`src/rtl/matrix_pkg.sv`:
```
`default_nettype none
// ============================================================================
//  Module   : matrix_pkg
//  Purpose  : Shared mode encoding and default geometry for the LED matrix
//             frame scanner.
//  Revision : 1.0  initial release
// ============================================================================
package matrix_pkg;

    typedef enum logic [1:0] {
        MODE_STATIC  = 2'b00,
        MODE_LOOP    = 2'b01,
        MODE_ONESHOT = 2'b10,
        MODE_RSVD    = 2'b11
    } mode_e;

    localparam int DEF_N_COLS   = 5;
    localparam int DEF_N_ROWS   = 7;
    localparam int DEF_N_FRAMES = 8;

    // The reserved encoding behaves exactly like STATIC.
    function automatic mode_e norm_mode(input logic [1:0] m);
        case (m)
            2'b01:   return MODE_LOOP;
            2'b10:   return MODE_ONESHOT;
            default: return MODE_STATIC;
        endcase
    endfunction

endpackage
`default_nettype wire

```
`src/rtl/matrix_frame_scanner_if.sv`:
```
`default_nettype none
// ============================================================================
//  Module   : matrix_frame_scanner_if
//  Purpose  : Control, frame-ROM and matrix-pin bundle of the frame scanner.
//  Revision : 1.0  initial release
// ============================================================================
interface matrix_frame_scanner_if #(
    parameter int N_COLS   = 5,
    parameter int N_ROWS   = 7,
    parameter int N_FRAMES = 8
);
    localparam int RW = (N_ROWS   > 1) ? $clog2(N_ROWS)   : 1;
    localparam int FW = (N_FRAMES > 1) ? $clog2(N_FRAMES) : 1;

    logic              enable;
    logic [1:0]        mode;
    logic [FW-1:0]     frame_sel;
    logic              restart;
    logic [FW-1:0]     rom_frame;
    logic [RW-1:0]     rom_row;
    logic [N_COLS-1:0] rom_cols;
    logic [N_COLS-1:0] colunas;
    logic [N_ROWS-1:0] linhas;
    logic              scan_wrap;
    logic              done;

    modport master (
        output enable, mode, frame_sel, restart, rom_cols,
        input  rom_frame, rom_row, colunas, linhas, scan_wrap, done
    );

    modport slave (
        input  enable, mode, frame_sel, restart, rom_cols,
        output rom_frame, rom_row, colunas, linhas, scan_wrap, done
    );

endinterface
`default_nettype wire

```
`src/rtl/matrix_frame_scanner_tick_divider.sv`:
```
`default_nettype none
// ============================================================================
//  Module   : tick_divider
//  Purpose  : Row-slot divider; pulses tick once every SCAN_DIV enabled clocks.
//  Revision : 1.0  initial release
// ============================================================================
module tick_divider #(
    parameter int SCAN_DIV = 1000
) (
    input  wire logic clock,
    input  wire logic reset,
    input  wire logic enable,
    input  wire logic clear,
    output logic      tick
);
    localparam int             DW     = (SCAN_DIV > 1) ? $clog2(SCAN_DIV) : 1;
    localparam logic [DW-1:0]  c_last = DW'(SCAN_DIV - 1);

    logic [DW-1:0] div_cnt_q;
    logic [DW-1:0] div_cnt_d;

    // clear suppresses the tick so a restart always wins over a coincident slot end
    assign tick = enable && !clear && (div_cnt_q == c_last);

    always_comb begin
        div_cnt_d = div_cnt_q;
        if (clear) begin
            div_cnt_d = '0;
        end else if (enable) begin
            div_cnt_d = (div_cnt_q == c_last) ? '0 : div_cnt_q + 1'b1;
        end
    end

    always_ff @(posedge clock) begin
        if (reset) begin
            div_cnt_q <= '0;
        end else begin
            div_cnt_q <= div_cnt_d;
        end
    end

endmodule
`default_nettype wire

```
`src/rtl/matrix_frame_scanner.sv`:
```
`default_nettype none
// ============================================================================
//  Module   : matrix_frame_scanner
//  Purpose  : Row-multiplexed LED matrix driver with static, looping and
//             one-shot frame animation fed from an external frame ROM.
//  Options  : ROW_BLANKING_EN - one all-off clock on every row tick.
//  Revision : 1.0  initial release
// ============================================================================
module matrix_frame_scanner
    import matrix_pkg::*;
#(
    parameter int N_COLS     = DEF_N_COLS,
    parameter int N_ROWS     = DEF_N_ROWS,
    parameter int N_FRAMES   = DEF_N_FRAMES,
    parameter int SCAN_DIV   = 1000,
    parameter int FRAME_HOLD = 50
) (
    input  wire logic               clock,
    input  wire logic               reset,
    matrix_frame_scanner_if.slave   bus
);
    localparam int RW = (N_ROWS     > 1) ? $clog2(N_ROWS)     : 1;
    localparam int FW = (N_FRAMES   > 1) ? $clog2(N_FRAMES)   : 1;
    localparam int HW = (FRAME_HOLD > 1) ? $clog2(FRAME_HOLD) : 1;

    localparam logic [RW-1:0] c_last_row   = RW'(N_ROWS - 1);
    localparam logic [FW-1:0] c_last_frame = FW'(N_FRAMES - 1);
    localparam logic [HW-1:0] c_last_hold  = HW'(FRAME_HOLD - 1);

    logic              w_tick;
    logic              w_wrap;
    mode_e             w_mode_in;
    logic [N_ROWS-1:0] w_row_onehot;

    logic [RW-1:0]     row_idx_q,   row_idx_d;
    logic [FW-1:0]     frame_idx_q, frame_idx_d;
    logic [HW-1:0]     hold_cnt_q,  hold_cnt_d;
    mode_e             mode_q,      mode_d;
    logic              done_q,      done_d;
    logic              scan_wrap_q, scan_wrap_d;
    logic [N_COLS-1:0] colunas_q,   colunas_d;
    logic [N_ROWS-1:0] linhas_q,    linhas_d;
`ifdef ROW_BLANKING_EN
    logic              blank_q,     blank_d;
`endif

    tick_divider #(
        .SCAN_DIV (SCAN_DIV)
    ) u_tick_divider (
        .clock  (clock),
        .reset  (reset),
        .enable (bus.enable),
        .clear  (bus.restart),
        .tick   (w_tick)
    );

    assign w_wrap       = w_tick && (row_idx_q == c_last_row);
    assign w_mode_in    = norm_mode(bus.mode);
    assign w_row_onehot = N_ROWS'(1) << row_idx_q;

    // Row, frame and hold sequencing; frames only ever change on a scan wrap.
    always_comb begin
        row_idx_d   = row_idx_q;
        frame_idx_d = frame_idx_q;
        hold_cnt_d  = hold_cnt_q;
        mode_d      = mode_q;
        done_d      = done_q;
        scan_wrap_d = 1'b0;

        if (bus.restart) begin
            row_idx_d   = '0;
            hold_cnt_d  = '0;
            done_d      = 1'b0;
            frame_idx_d = bus.frame_sel;
            mode_d      = w_mode_in;
        end else if (w_tick) begin
            row_idx_d   = w_wrap ? '0 : row_idx_q + 1'b1;
            scan_wrap_d = w_wrap;
            if (w_wrap) begin
                if (w_mode_in != mode_q) begin
                    mode_d      = w_mode_in;
                    hold_cnt_d  = '0;
                    done_d      = 1'b0;
                    frame_idx_d = bus.frame_sel;
                end else if (mode_q == MODE_STATIC) begin
                    frame_idx_d = bus.frame_sel;
                end else if (hold_cnt_q == c_last_hold) begin
                    hold_cnt_d = '0;
                    if (frame_idx_q != c_last_frame) begin
                        frame_idx_d = frame_idx_q + 1'b1;
                    end else if (mode_q == MODE_ONESHOT) begin
                        done_d = 1'b1;
                    end else begin
                        frame_idx_d = '0;
                    end
                end else begin
                    hold_cnt_d = hold_cnt_q + 1'b1;
                end
            end
        end
    end

    // Pin register: columns and row select come from the same row_idx sample,
    // so they can never drift apart.
    always_comb begin
        colunas_d = '0;
        linhas_d  = '1;
`ifdef ROW_BLANKING_EN
        blank_d   = 1'b0;
        if (bus.enable) begin
            blank_d = w_tick;
            if (!blank_q) begin
                colunas_d = bus.rom_cols;
                linhas_d  = ~w_row_onehot;
            end
        end
`else
        if (bus.enable) begin
            colunas_d = bus.rom_cols;
            linhas_d  = ~w_row_onehot;
        end
`endif
    end

    always_ff @(posedge clock) begin
        if (reset) begin
            row_idx_q   <= '0;
            frame_idx_q <= '0;
            hold_cnt_q  <= '0;
            mode_q      <= MODE_STATIC;
            done_q      <= 1'b0;
            scan_wrap_q <= 1'b0;
            colunas_q   <= '0;
            linhas_q    <= '1;
`ifdef ROW_BLANKING_EN
            blank_q     <= 1'b0;
`endif
        end else begin
            row_idx_q   <= row_idx_d;
            frame_idx_q <= frame_idx_d;
            hold_cnt_q  <= hold_cnt_d;
            mode_q      <= mode_d;
            done_q      <= done_d;
            scan_wrap_q <= scan_wrap_d;
            colunas_q   <= colunas_d;
            linhas_q    <= linhas_d;
`ifdef ROW_BLANKING_EN
            blank_q     <= blank_d;
`endif
        end
    end

    assign bus.rom_frame = frame_idx_q;
    assign bus.rom_row   = row_idx_q;
    assign bus.colunas   = colunas_q;
    assign bus.linhas    = linhas_q;
    assign bus.scan_wrap = scan_wrap_q;
    assign bus.done      = done_q;

endmodule
`default_nettype wire

```
`src/flat_wrapper.sv`:
```
// flat-port wrapper written by rule: the top's interface ports become plain ports
module matrix_frame_scanner_flat import matrix_pkg::*;
#(
    parameter int N_COLS     = DEF_N_COLS,
    parameter int N_ROWS     = DEF_N_ROWS,
    parameter int N_FRAMES   = DEF_N_FRAMES,
    parameter int SCAN_DIV   = 1000,
    parameter int FRAME_HOLD = 50
)
  (clock, reset, bus_enable, bus_mode, bus_frame_sel, bus_restart, bus_rom_cols, bus_rom_frame, bus_rom_row, bus_colunas, bus_linhas, bus_scan_wrap, bus_done);
  matrix_frame_scanner_if #(.N_COLS(N_COLS), .N_ROWS(N_ROWS), .N_FRAMES(N_FRAMES)) bus_i ();
  input  wire logic clock;
  input  wire logic reset;
  input wire logic [$bits(bus_i.enable)-1:0] bus_enable;
  input wire logic [$bits(bus_i.mode)-1:0] bus_mode;
  input wire logic [$bits(bus_i.frame_sel)-1:0] bus_frame_sel;
  input wire logic [$bits(bus_i.restart)-1:0] bus_restart;
  input wire logic [$bits(bus_i.rom_cols)-1:0] bus_rom_cols;
  output wire logic [$bits(bus_i.rom_frame)-1:0] bus_rom_frame;
  output wire logic [$bits(bus_i.rom_row)-1:0] bus_rom_row;
  output wire logic [$bits(bus_i.colunas)-1:0] bus_colunas;
  output wire logic [$bits(bus_i.linhas)-1:0] bus_linhas;
  output wire logic [$bits(bus_i.scan_wrap)-1:0] bus_scan_wrap;
  output wire logic [$bits(bus_i.done)-1:0] bus_done;
  assign bus_i.enable = bus_enable;
  assign bus_i.mode = bus_mode;
  assign bus_i.frame_sel = bus_frame_sel;
  assign bus_i.restart = bus_restart;
  assign bus_i.rom_cols = bus_rom_cols;
  assign bus_rom_frame = bus_i.rom_frame;
  assign bus_rom_row = bus_i.rom_row;
  assign bus_colunas = bus_i.colunas;
  assign bus_linhas = bus_i.linhas;
  assign bus_scan_wrap = bus_i.scan_wrap;
  assign bus_done = bus_i.done;
  matrix_frame_scanner #(.N_COLS(N_COLS), .N_ROWS(N_ROWS), .N_FRAMES(N_FRAMES), .SCAN_DIV(SCAN_DIV), .FRAME_HOLD(FRAME_HOLD)) u_core (.clock(clock), .reset(reset), .bus(bus_i));
endmodule
```
`config.mk`:
```
export PLATFORM = sky130hd
export DESIGN_NAME = matrix_frame_scanner_flat
export DESIGN_NICKNAME = d
export VERILOG_FILES = /design/src/rtl/matrix_pkg.sv /design/src/rtl/matrix_frame_scanner_if.sv /design/src/rtl/matrix_frame_scanner_tick_divider.sv /design/src/rtl/matrix_frame_scanner.sv /design/src/flat_wrapper.sv
export SDC_FILE = /design/constraint.sdc
export NUM_CORES = 1
export LEC_CHECK = 0
export CAP_MARGIN = 30
export CELL_PAD_IN_SITES_DETAIL_PLACEMENT = 1
export CELL_PAD_IN_SITES_GLOBAL_PLACEMENT = 2
export CORE_MARGIN = 2
export CORE_UTILIZATION = 31
export DETAILED_ROUTE_END_ITERATION = 8
export PLACE_DENSITY_LB_ADDON = 0.25
export SLEW_MARGIN = 20
export SYNTH_ARGS = -nofsm -noshare
export SYNTH_HDL_FRONTEND = slang
export SYNTH_HIERARCHICAL = 1
export SYNTH_SLANG_ARGS = --single-unit
```
`constraint.sdc`:
```
create_clock -name clock -period 2.3 [get_ports clock]
set_input_delay 0.23 -clock clock [delete_from_list [all_inputs] [get_ports clock]]
set_output_delay 0.23 -clock clock [all_outputs]
set_load 0.02 [all_outputs]
```
==> qor.yml <==
fillCellCount: 657
status: "finished, final reports clean"
avgSynthCellArea_sq_um: 9.69
setup_violations: 0
core.rowCount: 27
die_h_um: 79.4
critPathMaxStageDelay_ns: 0.41
switching_share_pct: 23.4
worstPathMaxFanout: 8
antenna_found_initial: 0
wl_um: 4230
period_needed_ns: 2.20
grt_pass1_wl_um: 7150
clk_path_buf_depth: 2
max_slew_margin_pct: 73.5
cp_num_buf_inv: 0
cts.clk_slew.worst_paths_ns: 0.07
cp.arrival_ns: 2.42
num_vias: 1415
drt_iter0_markers: 39
cts_hold_buf: 0
rsz0062_at_grt: "false"
gp_congestion: 0.816
core-area_sq_um: 5510
fmax_mhz: 454
grt_pass1_vias: 1549
finalHoldViolCount: 0
critical_path_class: "reg2reg"
grt_usage_pct: 14.6
io_buffer_count: 33
multiInputGateArea_sq_um: 977
slowest_stage: "dfxtp_1"
r2r-start: "u_core/u_tick_divider/div_cnt_q[0]$_SDFFE_PP0P_"
p_sw_w: 0.000295
maxCapViolations: 0
yosysUniqueCellTypes: 43
seq_area_frac_synth_pct: 43.2
path_cells: "ha_2 -> nand2b_1 -> nor4b_1 -> and4b_2 -> and3_1 -> nor2_2 -> or3b_1 -> a21oi_1"
rrSetupSlack_ns: 0.1
p_leak_nw: 0.819
antenna_cells: 0
synth_area_sq_um: 1760
seqPwrFrac_pct: 53.5
slew_viol_final: 0
hpwl_um: 3290
fp.dieW_um: 79.4
timing.rr.end: "u_core/mode_q[0]$_SDFFE_PP0P_"
cts-root-buf: "clkbuf_8"
whs_path_depth: 2
register_area_sq_um: 761
cts_tree: "yes"
p_per_area_nw_per_um2: 545
path_delay_family: "simple AND/OR/NAND/NOR gates"
initial_core_util_pct: 32.0
wl_per_cell_um: 14.3
drive_gt1_share_pct: 14.7
share_comb_of_total_power_pct: 9.4
min_from: "bus_rom_cols[3]"
first_pass_iters: 4
io_pins: 34
synth_nets: 206
clock_skew_ns: 0.00497
tns_ns: 0
htree_levels: 2
peakVddDrop_uv: 347
synth-seq-cells: 38
hp-class: "in2reg"
cp-start-kind: "flip-flop"
holdPathEnd: "u_core/bus.colunas[3]$_SDFF_PP0_"
die-area_sq_um: 6310
vias_per_cell: 4.76
remaining_drc_errors: 0
synthCells: 182
fin_crit_sh_pct: 95.7
clock_latency_ns: 0.29
drtAntennaViolNets: 0
internal_power_w: 0.000969
grt_max_degree: 12
cts.sinks: 38
synth_warnings: 6
tightest_slew_ns: 0.394
critPathRequiredTime_ns: 2.52
placed_area_sq_um: 2200
cts_buffers: 5
dp.cells: 288
overflow: 0
syn_to_final_growth_pct: 31.4
final_cells: 297
design_area_sq_um: 2320
power.share.clock_pct: 37.2
nets: 248
ff2ff_path_depth: 8
end_kind: "flip-flop"
per-layer routing:
layer	GRT usage [%]	part of all wire, %	vias up
li1	-	-	715
met1	16.8	44	676
met2	25.9	52	16
met3	3.39	2.2	8
met4	6.21	1.9	0
met5	0	0	-
kinds of logic after synthesis:
| group | after synthesis | synth area share [%] |
|---|---|---|
| flops | 38 | 43.2 |
| compound gates | 18 | 10.1 |
| fa+ha+maj | 10 | 7.10 |
| simple gates | 89 | 28.1 |
| buf+inv | 9 | 2.34 |
| xor+xnor | 14 | 6.96 |
| mux | 4 | 2.27 |
per-stage QoR:
stage | hold WS [ns] | total power [W] | util, % | setup WS [ns]
3_3_place_gp | 0.485 | 0.000804 | 40.0 | 0.212
4_1_cts | 0.483 | 0.00129 | 41.6 | 0.105
6_report | 0.492 | 0.00126 | 42.1 | 0.0992
3_5_place_dp | 0.502 | 0.000809 | 40.0 | 0.131
5_1_grt | 0.494 | 0.00133 | 42.1 | 0.00451
2_1_floorplan | 0.295 | 0.000747 | - | 0.258
state kept, by name (all words and copies together), names as in the netlist:
signal	count
u_core/bus.rom_row	3
u_core/mode_q	2
u_core/hold_cnt_q	6
u_core/bus.linhas	7
u_core/bus.colunas	5
u_core/bus.done	1
u_core/u_tick_divider/div_cnt_q	10
u_core/bus.rom_frame	3
u_core/bus.scan_wrap	1
worst max-delay path by stage:
stage | depth (start not counted) | slack [ns] | from | to
global route | 8 | 0.005 | u_core/u_tick_divider/div_cnt_q[0]$_SDFFE_PP0P_ | u_core/mode_q[0]$_SDFFE_PP0P_
detailed placement | 8 | 0.13 | u_core/u_tick_divider/div_cnt_q[0]$_SDFFE_PP0P_ | u_core/mode_q[0]$_SDFFE_PP0P_
global placement | 8 | 0.21 | u_core/u_tick_divider/div_cnt_q[0]$_SDFFE_PP0P_ | u_core/mode_q[0]$_SDFFE_PP0P_
CTS | 8 | 0.10 | u_core/u_tick_divider/div_cnt_q[0]$_SDFFE_PP0P_ | u_core/mode_q[0]$_SDFFE_PP0P_
finish | 8 | 0.1 | u_core/u_tick_divider/div_cnt_q[0]$_SDFFE_PP0P_ | u_core/mode_q[0]$_SDFFE_PP0P_
floorplan | 10 | 0.26 | u_core/u_tick_divider/div_cnt_q[0]$_SDFFE_PP0P_ | u_core/hold_cnt_q[5]$_SDFFE_PP0P_
synth_stat cells, drive strengths merged:
| cell type | number | area, sq um |
|---|---|---|
| nand3 | 5 | 25.0 |
| xnor2 | 7 | 61.3 |
| mux2i | 4 | 40.0 |
| o2111a | 1 | 11.3 |
| nand3b | 3 | 22.5 |
| a31oi | 1 | 6.26 |
| o22ai | 1 | 6.26 |
| nor3 | 8 | 40.0 |
| nand4 | 6 | 37.5 |
| nand2b | 6 | 37.5 |
| nor2 | 25 | 111 |
| or3b | 2 | 17.5 |
| dfxtp | 38 | 761 |
| clkbuf | 1 | 3.75 |
| nor4 | 3 | 18.8 |
| nor2b | 1 | 6.26 |
| a21oi | 4 | 23.8 |
| inv | 4 | 15.0 |
| xor2 | 7 | 61.3 |
| a211oi | 3 | 32.5 |
| o21ba | 1 | 16.3 |
| a211o | 1 | 10.0 |
| o211ai | 1 | 12.5 |
| and4bb | 2 | 28.8 |
| nor3b | 1 | 7.51 |
| o211a | 1 | 10.0 |
| a221oi | 1 | 26.3 |
| ha | 10 | 125 |
| and2 | 6 | 37.5 |
| nand4b | 1 | 8.76 |
| and4b | 1 | 10.0 |
| o21bai | 3 | 22.5 |
| nand2 | 16 | 65.1 |
| nor4b | 1 | 8.76 |
| buf | 4 | 22.5 |
| and3 | 2 | 12.5 |
worst register-to-register path: stages (launching register included):
cell      delay, ns
dfxtp_1        0.41
ha_2           0.25
nand2b_1       0.08
nor4b_1        0.26
and4b_2        0.30
and3_1         0.23
nor2_2         0.11
or3b_1         0.36
a21oi_1        0.15
power by group through the flow:
stage / Sequential [W] / Combinational [W] / Clock, W
final: 0.000676 / 0.000119 / 0.000470
after global routing: 0.000676 / 0.000127 / 0.000523
after detailed placement: 0.000691 / 0.000118 / 0
after floorplan: 0.000699 / 0.0000476 / 0
after CTS: 0.000675 / 0.000119 / 0.000495
after global placement: 0.000690 / 0.000114 / 0
layout by cell type (no fill, tap or decap), types with 2 or more instances in the layout:
master	instances
inv_1	4
nor2_2	4
clkbuf_8	6
nand4_1	6
a211oi_2	2
o21bai_1	3
xnor2_1	7
dfxtp_1	38
a21oi_1	3
mux2i_1	4
clkdlybuf4s50_1	33
and3_1	2
nand2b_1	6
nand2_1	14
xor2_1	7
or3b_1	2
nor4_1	3
nor3_1	8
nand3_1	4
ha_1	9
nand2_2	2
buf_4	7
nor2_1	20
and2_1	6
nand3b_1	3
repair_timing:
| item | 4_1_cts | 5_1_grt |
|---|---|---|
| resized for setup | 0 | 4 |
| endpoints found under the setup margin | 0 | 5 |
| buffers inserted | 0 | 1 |
final cells by class:
| class | instances | area share (%) |
|---|---|---|
| clock inverter | 1 | 0.216 |
| multi-input combinational | 135 | 42.2 |
| clock buffer | 7 | 3.73 |
| timing repair buffer | 40 | 16.5 |
| inverter | 4 | 0.648 |
| sequential | 38 | 32.8 |
| tap | 72 | 3.89 |
Note: power is estimated with default switching activity, not from simulation.
